### src/rtl/uart_pkg.sv
// Shared UART definitions: FSM state encoding, data width and default baud divisor.
// The PARITY state exists only when UART_TX_PARITY_EN is defined.
package uart_pkg;

    localparam int unsigned DATA_BITS            = 8;
    localparam int unsigned CLKS_PER_BIT_DEFAULT = 427;  // 49.152 MHz / 115200

    typedef enum logic [2:0] {
        ST_IDLE,
        ST_START,
        ST_DATA,
`ifdef UART_TX_PARITY_EN
        ST_PARITY,
`endif
        ST_STOP
    } uart_state_e;

endpackage

### src/rtl/uart_tx_fifo.sv
// Single-clock byte FIFO for the UART transmitter.
// Full, empty and count are registered; the pointers carry one extra wrap bit.
module uart_tx_fifo #(
    parameter int unsigned DEPTH = 16,
    parameter int unsigned WIDTH = 8
) (
    input  logic                     clk,
    input  logic                     rstn,
    input  logic                     wr_en,
    input  logic [WIDTH-1:0]         wr_data,
    input  logic                     rd_en,
    output logic [WIDTH-1:0]         rd_data,
    output logic                     full,
    output logic                     empty,
    output logic [$clog2(DEPTH):0]   count
);

    localparam int unsigned AW = $clog2(DEPTH);

    logic [WIDTH-1:0] mem [DEPTH];
    logic [AW:0]      wr_ptr_q, wr_ptr_d;
    logic [AW:0]      rd_ptr_q, rd_ptr_d;
    logic [AW:0]      count_q, count_d;
    logic             full_q, full_d;
    logic             empty_q, empty_d;
    logic             push, pop;

    assign push = wr_en && !full_q;
    assign pop  = rd_en && !empty_q;

    always_comb begin
        wr_ptr_d = wr_ptr_q + (AW+1)'(push);
        rd_ptr_d = rd_ptr_q + (AW+1)'(pop);
        count_d  = wr_ptr_d - rd_ptr_d;
        full_d   = (count_d == (AW+1)'(DEPTH));
        empty_d  = (wr_ptr_d == rd_ptr_d);
    end

    always_ff @(posedge clk or negedge rstn) begin
        if (!rstn) begin
            wr_ptr_q <= '0;
            rd_ptr_q <= '0;
            count_q  <= '0;
            full_q   <= 1'b0;
            empty_q  <= 1'b1;
        end else begin
            wr_ptr_q <= wr_ptr_d;
            rd_ptr_q <= rd_ptr_d;
            count_q  <= count_d;
            full_q   <= full_d;
            empty_q  <= empty_d;
        end
    end

    always_ff @(posedge clk) begin
        if (push) mem[wr_ptr_q[AW-1:0]] <= wr_data;
    end

    assign rd_data = mem[rd_ptr_q[AW-1:0]];
    assign full    = full_q;
    assign empty   = empty_q;
    assign count   = count_q;

endmodule

### src/rtl/uart_tx.sv
// Buffered 8N1 UART transmitter (8E1 when UART_TX_PARITY_EN is defined).
// A valid/ready byte port feeds uart_tx_fifo; a baud-timed FSM serializes onto tx.
module uart_tx
    import uart_pkg::*;
#(
    parameter int unsigned CLKS_PER_BIT = CLKS_PER_BIT_DEFAULT,
    parameter int unsigned FIFO_DEPTH   = 16,
    parameter int unsigned STOP_BITS    = 1
) (
    input  logic                          clk,
    input  logic                          rstn,
    input  logic [7:0]                    data,
    input  logic                          valid,
    output logic                          ready,
    output logic                          tx,
    output logic                          busy,
    output logic [$clog2(FIFO_DEPTH):0]   fifo_count
);

    localparam int unsigned CW = $clog2(CLKS_PER_BIT);

    uart_state_e          state_q, state_d;
    logic [CW-1:0]        cnt_q, cnt_d;
    logic [2:0]           idx_q, idx_d;
    logic [DATA_BITS-1:0] shreg_q, shreg_d;
    logic                 tx_q, tx_d;
    logic                 bit_end;
    logic                 fifo_pop, fifo_full, fifo_empty;
    logic [7:0]           fifo_rd_data;
`ifdef UART_TX_PARITY_EN
    logic                 par_q, par_d;
`endif

    uart_tx_fifo #(
        .DEPTH (FIFO_DEPTH),
        .WIDTH (8)
    ) u_fifo (
        .clk     (clk),
        .rstn    (rstn),
        .wr_en   (valid),
        .wr_data (data),
        .rd_en   (fifo_pop),
        .rd_data (fifo_rd_data),
        .full    (fifo_full),
        .empty   (fifo_empty),
        .count   (fifo_count)
    );

    assign bit_end = (cnt_q == CW'(CLKS_PER_BIT - 1));

    always_comb begin
        state_d  = state_q;
        cnt_d    = cnt_q;
        idx_d    = idx_q;
        shreg_d  = shreg_q;
        fifo_pop = 1'b0;
`ifdef UART_TX_PARITY_EN
        par_d    = par_q;
`endif
        if (state_q != ST_IDLE) cnt_d = bit_end ? '0 : cnt_q + CW'(1);

        case (state_q)
            ST_IDLE: begin
                if (!fifo_empty) begin
                    fifo_pop = 1'b1;
                    shreg_d  = fifo_rd_data;
`ifdef UART_TX_PARITY_EN
                    par_d    = ^fifo_rd_data;
`endif
                    state_d  = ST_START;
                    cnt_d    = '0;
                end
            end
            ST_START: begin
                if (bit_end) begin
                    state_d = ST_DATA;
                    idx_d   = '0;
                end
            end
            ST_DATA: begin
                if (bit_end) begin
                    if (idx_q == 3'(DATA_BITS - 1)) begin
`ifdef UART_TX_PARITY_EN
                        state_d = ST_PARITY;
`else
                        state_d = ST_STOP;
`endif
                        idx_d   = '0;
                    end else begin
                        idx_d   = idx_q + 3'd1;
                        shreg_d = shreg_q >> 1;
                    end
                end
            end
`ifdef UART_TX_PARITY_EN
            ST_PARITY: begin
                if (bit_end) begin
                    state_d = ST_STOP;
                    idx_d   = '0;
                end
            end
`endif
            ST_STOP: begin
                // idx counts stop bits here; the next byte chains straight into START
                if (bit_end) begin
                    if (idx_q == 3'(STOP_BITS - 1)) begin
                        if (!fifo_empty) begin
                            fifo_pop = 1'b1;
                            shreg_d  = fifo_rd_data;
`ifdef UART_TX_PARITY_EN
                            par_d    = ^fifo_rd_data;
`endif
                            state_d  = ST_START;
                        end else begin
                            state_d  = ST_IDLE;
                        end
                    end else begin
                        idx_d = idx_q + 3'd1;
                    end
                end
            end
            default: state_d = ST_IDLE;
        endcase

        // line level follows the current state, so tx lags the state by one cycle
        case (state_q)
            ST_START:  tx_d = 1'b0;
            ST_DATA:   tx_d = shreg_q[0];
`ifdef UART_TX_PARITY_EN
            ST_PARITY: tx_d = par_q;
`endif
            default:   tx_d = 1'b1;
        endcase
    end

    always_ff @(posedge clk or negedge rstn) begin
        if (!rstn) begin
            state_q <= ST_IDLE;
            cnt_q   <= '0;
            idx_q   <= '0;
            shreg_q <= '0;
            tx_q    <= 1'b1;
`ifdef UART_TX_PARITY_EN
            par_q   <= 1'b0;
`endif
        end else begin
            state_q <= state_d;
            cnt_q   <= cnt_d;
            idx_q   <= idx_d;
            shreg_q <= shreg_d;
            tx_q    <= tx_d;
`ifdef UART_TX_PARITY_EN
            par_q   <= par_d;
`endif
        end
    end

    assign tx    = tx_q;
    assign ready = !fifo_full;
    assign busy  = (state_q != ST_IDLE) || !fifo_empty;

endmodule

### config.mk
export PLATFORM = sky130hd
export DESIGN_NAME = uart_tx
export DESIGN_NICKNAME = d
export VERILOG_FILES = /design/src/rtl/uart_pkg.sv /design/src/rtl/uart_tx_fifo.sv /design/src/rtl/uart_tx.sv
export SDC_FILE = /design/constraint.sdc
export NUM_CORES = 1
export LEC_CHECK = 0
export BUFFER_PORTS_ARGS = -buffer_cell sky130_fd_sc_hd__clkbuf_2
export CAP_MARGIN = 20
export CORE_MARGIN = 2
export CORE_UTILIZATION = 45
export DETAILED_ROUTE_END_ITERATION = 16
export GPL_TIMING_DRIVEN = 0
export PLACE_DENSITY = 0.7
export SETUP_SLACK_MARGIN = 0.1
export SLEW_MARGIN = 10
export SYNTH_ARGS = -nofsm -noshare
export SYNTH_HDL_FRONTEND = slang
export SYNTH_HIERARCHICAL = 1
export SYNTH_SLANG_ARGS = --single-unit
### constraint.sdc
create_clock -name clk -period 4.4 [get_ports clk]
set_input_delay 1.32 -clock clk [delete_from_list [all_inputs] [get_ports clk]]
set_output_delay 1.32 -clock clk [all_outputs]
set_load 0.01 [all_outputs]
# Word level (Yosys, flattened, before mapping)
# Memory sizes are Yosys's and may differ from the RTL's.
# Cells that the tools add are included.
# classes
addsub	5
n_eq_ne	15
n_mux	31
reduce_logical	13
# ops
operator	n
2-to-1 mux 8 bit	5
2-to-1 mux 9 bit	4
2-to-1 mux 3 bit	11
one-hot mux 8 bit (3 select lines)	1
!= test 2 bit (second input constant)	8
one-hot mux 3 bit (4 select lines)	1
adder 5 x 1 -> 5 bit	2
AND reduction 5 bit	2
adder 9 x 1 -> 9 bit (second input constant)	1
== test 9 bit (second input constant)	1
one-hot mux 3 bit (3 select lines)	1
nonzero test 3 bit	3
== test 3 x 2 -> 1 bit (second input constant)	2
logical NOT 3 bit	2
2-to-1 mux 1 bit	6
AND reduction 6 bit	1
== test 5 bit	1
== test 5 bit (second input constant)	1
subtractor 5 bit	1
one-hot mux 1 bit (2 select lines)	2
adder 3 x 1 -> 3 bit (second input constant)	1
== test 3 x 1 -> 1 bit (second input constant)	1
== test 3 bit (second input constant)	1
logical AND 1 bit	2
other kinds (2)	3
# word_totals
ff_bits	41
ram_bits	128
in_bits	11
out_inout_bits	8
word_cells	75
n_memories	1
# memory_table
memory	words	width	rd	rd_clocked_by_memory_dff	wr	line_no	rtl
u_fifo.mem	16	8	1	0	1	uart_tx_fifo.sv:20	logic [WIDTH-1:0] mem [DEPTH];

# Depth between registers and ports, before layout
# logic_depth
ltp_word	8
ltp_mapped	15
ltp_nobuf	15

# Hierarchy
# The synthesis kept the hierarchy.
# by_module_without_submodules
module	instances	cells_each	area_each_um2	seq_area_each_um2
uart_tx_fifo	1	324	5997.0	4270.3
uart_tx	1	126	1358.8	576.8

# Least setup slack after synthesis
# OpenSTA, ideal clock, no wires.
# synth_path
path_kind	input to register
from	input valid
to	register u_fifo.full_q, in the netlist u_fifo/full
setup_time_ns	0.079
t_arrival_ns	3.000
required_time_ns	4.321
setup_slack_ns	1.321
cell_stages	9
path_buffers	0
path_cell_list	nor2b_1 > ha_1 > ha_1 > inv_1 > fa_1 > inv_1 > nor3_1 > o221ai_1 > mux2i_1
# synth_via
elab_chain_len	4
# synth_lines
element	line_no	rtl
start: declaration	uart_tx.sv:13	input logic valid,
logical AND 1 bit	uart_tx_fifo.sv:28	assign push = wr_en && !full_q;
adder 5 x 1 -> 5 bit	uart_tx_fifo.sv:32	wr_ptr_d = wr_ptr_q + (AW+1)'(push);
via u_fifo.wr_ptr_d[1]	uart_tx_fifo.sv:21	logic [AW:0] wr_ptr_q, wr_ptr_d;
subtractor 5 bit	uart_tx_fifo.sv:34	count_d = wr_ptr_d - rd_ptr_d;
via u_fifo.count_d[1]	uart_tx_fifo.sv:23	logic [AW:0] count_q, count_d;
== test 5 bit	uart_tx_fifo.sv:35	full_d = (count_d == (AW+1)'(DEPTH));
via u_fifo.full_d	uart_tx_fifo.sv:24	logic full_q, full_d;
end signal: assignment	uart_tx_fifo.sv:50	full_q <= full_d;
end: declaration	uart_tx_fifo.sv:24	
# The timed path passes the listed nets, and every way through them passes these cells.
# A chain may end at the register's enable or synchronous reset.

# Worst setup path in the final report
# layout_path
from	register state_q[1]
to	register u_fifo.full_q, in the netlist u_fifo/full
# layout_via
elab_chain_len	6
elab_cells_between_ends	7
cone_classes	add/sub (2); eq/ne (2); mux (1); reduce/logical (2)
# layout_lines
element	line_no	rtl
start: declaration	uart_tx.sv:22	uart_state_e state_q, state_d;
start signal: assignment	uart_tx.sv:147	state_q <= state_d;
== test 3 x 2 -> 1 bit or logical NOT 3 bit (tied branches)	uart_tx.sv:62	case (state_q)
one-hot mux 1 bit (2 select lines) (*)	uart_tx.sv:62	
via fifo_pop	uart_tx.sv:28	logic fifo_pop, fifo_full, fifo_empty;
logical AND 1 bit (*)	uart_tx_fifo.sv:29	assign pop = rd_en && !empty_q;
adder 5 x 1 -> 5 bit (*)	uart_tx_fifo.sv:33	rd_ptr_d = rd_ptr_q + (AW+1)'(pop);
via u_fifo.rd_ptr_d[1]	uart_tx_fifo.sv:22	logic [AW:0] rd_ptr_q, rd_ptr_d;
subtractor 5 bit (*)	uart_tx_fifo.sv:34	
via u_fifo.count_d[1]	uart_tx_fifo.sv:23	
== test 5 bit (*)	uart_tx_fifo.sv:35	
via u_fifo.full_d	uart_tx_fifo.sv:24	
# The timed path passes the listed nets; every way through them passes the cells marked *.

==> results.json <==
{
  "first_iter_violations": 268,
  "final_layout_size_suffix_gt1_share_pct": 24.80,
  "area_growth_pct": 13.98,
  "ys_seq_area_share_pct": 65.90,
  "ys_warn_count": 6,
  "post_cts_buffers": 0,
  "core_sq_mm": 0.01594,
  "fin_util_pct": 52.59,
  "cts.htree.levels": 4,
  "rrSetupSlack_ns": 0.79,
  "met2_usage_pct": 28.71,
  "drt-pass1-iter-count": 5,
  "ios": 19,
  "cts-root-buf": "clkbuf_16",
  "synth_area_sq_mm": 0.007356,
  "power_density_mw_per_mm2": 496.9,
  "critPathKind": "flop to flop",
  "gp_congestion": 0.8660,
  "worst_slack_ns": 0.7915,
  "crit_path_start_kind": "flop",
  "peakVddDrop_v": 0.0003155,
  "cp.required_ns": 4.75,
  "p_leak_nw": 3.261,
  "setup_tns_ns": 0,
  "num_vias": 3963,
  "syn_nets": 480,
  "setup_viol": 0,
  "status": "complete, no violations",
  "worstRegToRegCells": 13,
  "grt_pass1_wl_mm": 22.59,
  "hold_buffers": 0,
  "regArea_sq_mm": 0.004847,
  "clk_path_buf_depth": 2,
  "avgSynthCellArea_sq_um": 16.35,
  "cp_common_cell": "ha_1",
  "die_height_um": 131.9,
  "hpwl_mm": 9.549,
  "yosys.area.top_type": "edfxtp_1",
  "grt_use_met1_pct": 22.28,
  "cts.clk_slew.worst_paths_ns": 0.06,
  "io_buffers": 18,
  "vias_per_cell": 5.504,
  "start_util_pct": 46.14,
  "ys_seq_elements": 168,
  "min_path_cells": 2,
  "grt_setup_unrepaired": "no",
  "cts.sinks": 168,
  "cts_resized": 0,
  "p_total_w": 0.004166,
  "drv_cap": 0,
  "grt_util_met3_pct": 3.729,
  "tightest_slew_ns": 0.9072,
  "synth_common_cells": "128 x edfxtp_1, 40 x mux2i_1, 38 x dfrtp_1",
  "critPathArrivalTime_ns": 3.95,
  "synth_area_leaders": "edfxtp_1 52%, dfrtp_1 13%, mux2i_1 5.4%",
  "clock_skew_ns": 0.01249,
  "yosysMostFrequentCell": "edfxtp_1",
  "design.die.area_sq_mm": 0.01738,
  "wl_per_cell_um": 20.01,
  "antenna_found_initial": 0,
  "hold_viol": 0,
  "ys_types": 52,
  "cp-end-kind": "flop",
  "slew_violations": 0,
  "synth_edf_count": 128,
  "clock.fmax_ghz": 0.2771,
  "nets": 521,
  "ys.flop_type": "edfxtp_1",
  "slowest_stage": "fa_1",
  "die_w_um": 131.9,
  "synthesis.instances": 450,
  "grtUsageTotal_pct": 17.40,
  "slew_headroom_pct": 39.30,
  "dpl_worst_slack_ns": 0.7943,
  "path_max_fanout": 10,
  "multiInputGateArea_sq_mm": 0.002270,
  "final_cell_area_sq_mm": 0.008384,
  "synth_top_area_share_pct": 52.25,
  "grt_pass1_vias": 4053,
  "routed_wl_mm": 14.41,
  "cts_tree": "done",
  "num_antenna_cells": 0,
  "postRouteAntennaNets": 0,
  "cts-buffers-inserted": 17,
  "drc": 0,
  "max_stage_delay_ns": 0.57,
  "synthArstFlopShare_pct": 23.81,
  "fin_crit_sh_pct": 82.01,
  "grt-ovfl-total": 0,
  "grt_max_degree": 41,
  "min_path_type": "flop to flop",
  "min_period_ns": 3.609,
  "worstSkewPairLatency_ns": 0.43,
  "rows": 46,
  "top_usage_layer": "met2",
  "dpl_cell_area_sq_mm": 0.007741,
  "crit_chain": "inv_1, ha_1, clkbuf_1, nor2_1, nor4_1, nor2b_1, ha_1, ha_1, fa_1, inv_1, nor3_1, o2111ai_1, mux2i_1",
  "fill_cells": 1285
}
==> sequential cells by signal, indices dropped and copies added, names as in the netlist <==
signal	cells
cnt_q	9
idx_q	3
shreg_q	8
state_q	2
tx	1
u_fifo/count	5
u_fifo/empty	1
u_fifo/full	1
u_fifo/mem	128
u_fifo/rd_ptr_q	5
u_fifo/wr_ptr_q	5
==> cells by family (layout without fill, tap and decap cells) <==
kind of cell / count (synthesis) / after routing / share of synthesized area (%)
compound gates: 60 / 60 / 7.501
xor+xnor: 11 / 11 / 1.514
fa+ha+maj: 19 / 19 / 3.334
buf+inv: 39 / 93 / 3.317
flops: 168 / 168 / 65.90
mux: 71 / 71 / 12.69
simple gates: 82 / 82 / 5.749
==> final cells by class <==
cell class,count,area share [%]
Clock inverter,14,2.313
Tap cell,216,3.223
Clock buffer,18,5.119
Sequential cell,168,57.81
Buffer,18,1.970
Multi-Input combinational cell,243,27.07
Inverter,21,0.9402
Timing Repair Buffer,22,1.552
==> worst paths after layout <==
kind                            start            to
setup / recovery           state_q[1]   u_fifo/full
hold / removal             shreg_q[0]            tx
setup reg to reg           state_q[1]   u_fifo/full
hold reg to reg            shreg_q[0]            tx
max in group asynchronous        rstn  u_fifo/empty
min in group asynchronous        rstn      idx_q[1]
==> per-layer routing <==
layer | vias to the layer above | share of wire, % | wire length [um]
met3 | 31 | 5.0 | 727
met5 | - | 0 | 0
met1 | 2009 | 42 | 6073
met4 | 0 | 2.6 | 372
li1 | 1813 | - | -
met2 | 110 | 50 | 7233
==> critical path: cells and delay by family, from the launching register on <==
| family | cells | cell delay, ns |
|---|---|---|
| buffers and inverters | 3 | 0.59 |
| AOI/OAI and AO/OA | 1 | 0.16 |
| adders and majority gates | 4 | 1.26 |
| muxes | 1 | 0.17 |
| DFF | 1 | 0.43 |
| and+or+nand+nor | 4 | 0.92 |
==> power breakdown <==
group          leakage, nW  switching (W)  internal [W]  total, W
combinational         1.31       0.000390      0.000230  0.000620
sequential            1.65      0.0000783       0.00191   0.00198
clock                0.309       0.000605      0.000956   0.00156
==> cell usage in the layout, fill, tap and decap left out, types with 6 or more instances in the layout <==
| cell | count |
|---|---|
| a221oi_2 | 16 |
| a22oi_1 | 8 |
| buf_4 | 6 |
| clkbuf_16 | 17 |
| clkbuf_2 | 18 |
| dfrtp_1 | 38 |
| edfxtp_1 | 128 |
| ha_1 | 18 |
| inv_1 | 19 |
| mux2_2 | 14 |
| mux2i_1 | 40 |
| mux4_2 | 16 |
| nand2_1 | 19 |
| nand3_1 | 7 |
| nor2_1 | 20 |
| nor2b_1 | 7 |
| nor3_1 | 9 |
| o21ai_0 | 17 |
| xnor2_1 | 7 |
==> metrics by stage <==
step,instances,hold slack [ns]
floorplan,450,0.4638
global placement,684,0.4827
CTS,719,0.5036
global route,720,0.5252
detailed placement,687,0.4930
finish,720,0.5040
(Power assumes the default switching activity.)
